[config.mk]
export PLATFORM = sky130hd
export DESIGN_NAME = add_sub_chunked
export DESIGN_NICKNAME = d
export VERILOG_FILES = /design/src/rtl/add_sub_pkg.sv /design/src/rtl/add_chunk.sv /design/src/rtl/add_sub_chunked.sv
export SDC_FILE = /design/constraint.sdc
export NUM_CORES = 1
export LEC_CHECK = 0
export CORE_UTILIZATION = 55
export DETAILED_ROUTE_END_ITERATION = 12
export PLACE_DENSITY = 0.85
export SLEW_MARGIN = 40
export SYNTH_ARGS = -nofsm -noshare
export SYNTH_HDL_FRONTEND = slang
export SYNTH_SLANG_ARGS = --single-unit
[constraint.sdc]
create_clock -name clk -period 6.08 [get_ports clk]
set_input_delay 1.216 -clock clk [delete_from_list [all_inputs] [get_ports clk]]
set_output_delay 1.216 -clock clk [all_outputs]
set_load 0.03 [all_outputs]
[src/rtl/add_sub_pkg.sv]
// Shared encodings for the chunked add/subtract unit.
package add_sub_pkg;

  localparam int unsigned OP_W = 2;

  // Operation select: bit 1 selects subtraction (invert B), bit 0 uses CIN.
  typedef enum logic [OP_W-1:0] {
    OP_ADD = 2'b00,
    OP_ADC = 2'b01,
    OP_SUB = 2'b10,
    OP_SBB = 2'b11
  } op_e;

  typedef enum logic {
    ST_IDLE = 1'b0,
    ST_BUSY = 1'b1
  } state_e;

endpackage

[src/rtl/add_chunk.sv]
// One CHUNK-bit slice of the ripple adder; also exposes the carry into its top bit.
module add_chunk #(
  parameter int unsigned CHUNK = 4
) (
  input  logic [CHUNK-1:0] a,
  input  logic [CHUNK-1:0] b,
  input  logic             cin,
  output logic [CHUNK-1:0] s,
  output logic             cout,
  output logic             c_msb
);

  logic [CHUNK:0] total;

  // Slice sum; carry into the top bit recovered from the top-bit sum equation.
  always_comb begin
    total = (CHUNK+1)'(a) + (CHUNK+1)'(b) + (CHUNK+1)'(cin);
    s     = total[CHUNK-1:0];
    cout  = total[CHUNK];
    c_msb = a[CHUNK-1] ^ b[CHUNK-1] ^ total[CHUNK-1];
  end

endmodule

[src/rtl/add_sub_chunked.sv]
// Multi-cycle add/subtract: processes CHUNK bits per clock, result after WIDTH/CHUNK cycles.
module add_sub_chunked
  import add_sub_pkg::*;
#(
  parameter int unsigned WIDTH = 16,
  parameter int unsigned CHUNK = 4   // WIDTH must be a multiple of CHUNK
) (
  input  logic             clk,
  input  logic             rst,
  input  logic             cs,
  input  logic [WIDTH-1:0] A,
  input  logic [WIDTH-1:0] B,
  input  logic             CIN,
  input  logic [1:0]       OP,
  output logic [WIDTH-1:0] SUM,
  output logic             COUT,
  output logic             OVF,
  output logic             ZERO,
  output logic             NEG,
  output logic             rdy,
  output logic             done
);

  localparam int unsigned NCHUNK = WIDTH / CHUNK;
  localparam int unsigned IDXW   = (NCHUNK > 1) ? $clog2(NCHUNK) : 1;

  state_e            state_q, state_d;
  logic [WIDTH-1:0]  a_q, b_q, res_q;
  logic              carry_q;
  logic [IDXW-1:0]   idx_q;

  logic [CHUNK-1:0]  s_c;
  logic              cout_c, c_msb_c;
  logic [WIDTH-1:0]  res_c;
  logic              accept_c, last_c, init_carry_c;

  // Operands are shifted right each cycle so the slice always reads the low chunk.
  add_chunk #(.CHUNK(CHUNK)) u_chunk (
    .a     (a_q[CHUNK-1:0]),
    .b     (b_q[CHUNK-1:0]),
    .cin   (carry_q),
    .s     (s_c),
    .cout  (cout_c),
    .c_msb (c_msb_c)
  );

  // State register.
  always_ff @(posedge clk) begin
    if (rst) state_q <= ST_IDLE;
    else     state_q <= state_d;
  end

  // Next state, accept/finish strobes and the partial result with this chunk shifted in.
  always_comb begin
    state_d  = state_q;
    accept_c = 1'b0;
    last_c   = 1'b0;
    res_c    = (res_q >> CHUNK) | (WIDTH'(s_c) << (WIDTH - CHUNK));
    case (state_q)
      ST_IDLE: begin
        if (cs) begin
          accept_c = 1'b1;
          state_d  = ST_BUSY;
        end
      end
      ST_BUSY: begin
        if (idx_q == IDXW'(NCHUNK - 1)) begin
          last_c  = 1'b1;
          state_d = ST_IDLE;
        end
      end
      default: state_d = ST_IDLE;
    endcase
  end

  // Initial carry per operation; SBB borrows by feeding the inverted CIN.
  always_comb begin
    init_carry_c = 1'b0;
    case (op_e'(OP))
      OP_ADD:  init_carry_c = 1'b0;
      OP_ADC:  init_carry_c = CIN;
      OP_SUB:  init_carry_c = 1'b1;
      OP_SBB:  init_carry_c = ~CIN;
      default: init_carry_c = 1'b0;
    endcase
  end

  // Operand capture, per-chunk accumulation and result/flag update on the last chunk.
  always_ff @(posedge clk) begin
    if (rst) begin
      a_q     <= '0;
      b_q     <= '0;
      res_q   <= '0;
      carry_q <= 1'b0;
      idx_q   <= '0;
      SUM     <= '0;
      COUT    <= 1'b0;
      OVF     <= 1'b0;
      ZERO    <= 1'b0;
      NEG     <= 1'b0;
      rdy     <= 1'b1;
      done    <= 1'b0;
    end else begin
      done <= 1'b0;
      if (accept_c) begin
        a_q     <= A;
        b_q     <= OP[1] ? ~B : B;
        carry_q <= init_carry_c;
        res_q   <= '0;
        idx_q   <= '0;
        rdy     <= 1'b0;
      end else if (state_q == ST_BUSY) begin
        a_q     <= a_q >> CHUNK;
        b_q     <= b_q >> CHUNK;
        carry_q <= cout_c;
        res_q   <= res_c;
        idx_q   <= idx_q + IDXW'(1);
        if (last_c) begin
          SUM   <= res_c;
          COUT  <= cout_c;
          OVF   <= c_msb_c ^ cout_c;
          ZERO  <= (res_c == '0);
          NEG   <= res_c[WIDTH-1];
          done  <= 1'b1;
          rdy   <= 1'b1;
          idx_q <= '0;
        end
      end
    end
  end

endmodule

==> summary.txt <==
Floorplanning
  • IO Pins: 60
  • Die W: 74.81 µm
  • Starting Density: 57.08%
  • Die area: 5596 µm²
  • Die Y: approximately 75 µm
  • Area of the core: 5107 µm²
  • Std-Cell Rows: 26

Timing
  • # setup viols final: 0
  • Relative slew slack: 58.98%
  • Setup WS post-layout: 3.463 ns
  • Hold_ws: 0.4609 ns
  • Actual slew at the worst max-slew pin: 0.6154 ns
  • Final Skew: 0.01166 ns
  • F_max: 382.2 MHz
  • Final worst path period share: 43.04%
  • Unrepaired setup endpoints after global routing: false
  • TNS Setup: 0 ns
  • Final hold vios: 0
  • Tmin final: 2.617 ns
  • Max Slew Vio Count: 0

Pwr
  • Leak Pwr: 1.465 nW
  • Peak VDD IR: about 0.13 mV
  • PD cells: 276.7 nW/µm²

Finish
  • P&R area growth vs syn: 26.14%
  • Share of layout cells above drive strength 1: 7.778%
  • Post-layout nets: 399
  • Core Util, Final: 72.00%
  • Fillers: 394
  • Ant diodes: 0

Setup path
  • Critical path data required time: 4.86 ns
  • Worst setup EP type: output port
  • Worst R2R Setup Slack: 3.78 ns
  • CP delay by family, top: buffers and inverters
  • Worst reg2reg endpoint: ZERO
  • Crit path cell chain: clkdlybuf4s50_1
  • Worst R2R Path Depth: 6
  • Reg2reg start: a_q[0]
  • CP Launch Point: SUM[0]
  • Crit Path Max Fanout: 2
  • Crit-path max cell delay: 0.69 ns
  • Setup CP Type: flop to output port
  • Slowest-stage cell, CP: clkdlybuf4s50_1
  • Crit path launch type: flop
  • Bufs and invs on worst path: 1
  • CP Depth: 1
  • WP data arrival: around 1.4 ns

Place
  • Port Buf Inserts: 59
  • Routability congestion estimate: 0.7364
  • Post-Place Worst Slack: 3.314 ns
  • DP HPWL: 3972 µm

Yosys
  • Primary FF master, synth: dfxtp_1
  • Top cell type's share of synthesized area: between 40 and 50%
  • Synth top area cells: dfxtp_1 (47%), mux2i_1 (9.6%), nor2_1 (9.0%)
  • Most frequent cells after synthesis: nor2_1 (70), dfxtp_1 (69), a21oi_1 (28), mux2i_1 (28), xnor2_1 (20)
  • Syn_area_per_cell: 9.465 µm²
  • Multiplexer area fraction after synthesis: 9.614%
  • Synth Area in XOR/XNOR: under 10%
  • Synthesized-area fraction occupied by adder cells: about 3%
  • Synth Area in Simple Gates: 12.36%
  • Synth Instances: 308
  • Seq/Total Area, Yosys: a little under half
  • Yosys warning count: 0
  • Dominant cell type by area after synthesis: dfxtp_1
  • Synth unique cells: 33
  • #FFs+latches synth: 69
  • Post-Syn Nets: 352
  • Main combinational cell family by area after synthesis: compound AO/OA/AOI/OAI gates
  • Area of the mapped netlist: 2915 µm²
  • Most frequent cell after synthesis: nor2_1
  • Number of flops mapped to enable cells by yosys: 0
  • Async set-or-reset flop fraction in the synthesized netlist: 0%
  • Post-synthesis compound-gate area fraction: 16.22%

Clocking
  • Clock Sink Count: around 70
  • Total CTS buffers: 9
  • TritonCTS clock tree: done
  • Clk_lat worst skew: 0.35 ns
  • H-tree depth: 3
  • CTS Hold Bufs: 0
  • Number of setup buffers added after CTS: 0
  • CTS Buffer Depth: 2
  • Cts repair resizes: 0
  • Root Buffer: clkbuf_8
  • CTS clk-pin slew, worst paths: approximately 0.080 ns

Global route
  • Met3 Usage GRT: ~4.4%
  • Tot GR Track Use: 22.05%
  • Total gr overflow: 0
  • Grt peak-use layer: met2
  • Number of global-route vias before repair: 2113
  • First-pass GRT wire length: approximately 9300 µm
  • GRT met1 Usage: 28.08%
  • Met2 usage: roughly 35%
  • Largest net degree at the start of global routing: 52
  • Initial antenna violation count: 0

Outcome
  • Outcome: finished, final reports clean

Job
  • Max_cap viols: 0

Detailed routing
  • DRC marker count from the first detailed-route iteration: 104
  • DRT Wirelength: 5619 µm
  • DRC errors left: 0
  • Routed vias/inst: approximately 5.4
  • Via count: 2304
  • Iteration count of the initial detailed-routing pass: 4
  • Avg WL per Cell: 13.07 µm
  • Antenna viol nets, final: 0

Worst hold path
  • Hold path cells: 2
  • Worst Hold Class: flop to flop
  • WHS Endpoint: rdy
  • Min-delay src: rdy
## flip-flops by register name (all words and copies together), names as in the netlist
signal and flops:
carry_q 1, res_q 12, COUT 1, done 1, rdy 1, OVF 1
ZERO 1, idx_q 2, state_q 1, b_q 16, a_q 16, SUM 16
## stage by stage
step	total power [mW]	cell area (µm²)	instances
final	1.017	3677	430
after global routing	1.057	3677	430
after CTS	1.024	3677	430
after detailed placement	0.6195	3453	414
after global placement	0.6167	3461	414
after floorplan	0.5802	2915	308
## worst max-delay path by stage
stage	to
floorplan	ZERO
global placement	ZERO
detailed placement	res_q[15]
CTS	ZERO
global route	ZERO
finish	SUM[0]
## layer usage
metal,wire [µm],part of all wire (%),vias to the layer above
met5,0,0,-
met4,76,1.4,0
met3,241,4.3,8
met2,2682,48,70
met1,2619,47,1065
li1,-,-,1161
## layout make-up
cell class,instances,area [µm²],share of cell area (%)
clock buffers,9,123.9,3.368
clock inverters,7,100.1,2.722
inverters,3,11.26,0.3062
multi-input cells,211,1379,37.50
flip-flops and latches,69,1383,37.60
well taps,70,87.58,2.382
repair buffers,61,593.1,16.13
## layout by cell type, fill, tap and decap left out, types with 2 or more instances in the layout
| cell type | instances |
|---|---|
| a21oi_1 | 28 |
| a22o_1 | 14 |
| ha_1 | 4 |
| nor2_1 | 70 |
| clkinvlp_4 | 3 |
| mux2i_1 | 28 |
| o21ai_0 | 2 |
| buf_2 | 2 |
| fa_1 | 2 |
| inv_1 | 2 |
| buf_4 | 3 |
| bufinv_16 | 2 |
| a211oi_1 | 17 |
| clkbuf_8 | 9 |
| xnor2_1 | 20 |
| clkdlybuf4s50_1 | 56 |
| or4_1 | 2 |
| dfxtp_1 | 68 |
| nand2_1 | 8 |
| clkinv_4 | 2 |
| a21o_1 | 2 |
## where the power goes
group          internal [mW]  switching [mW]  leakage, nW
clock                  0.232           0.176        0.102
sequential             0.470          0.0163        0.563
combinational         0.0634          0.0594        0.801
## kinds of logic after synthesis
kind of cell	count (synthesis)
adders and majority gates	6
buffers and inverters	28
muxes	28
and+or+nand+nor	87
AOI/OAI and AO/OA	70
xor gates and xnor gates	20
DFF	69
Note: power is estimated with default switching activity, not from simulation.
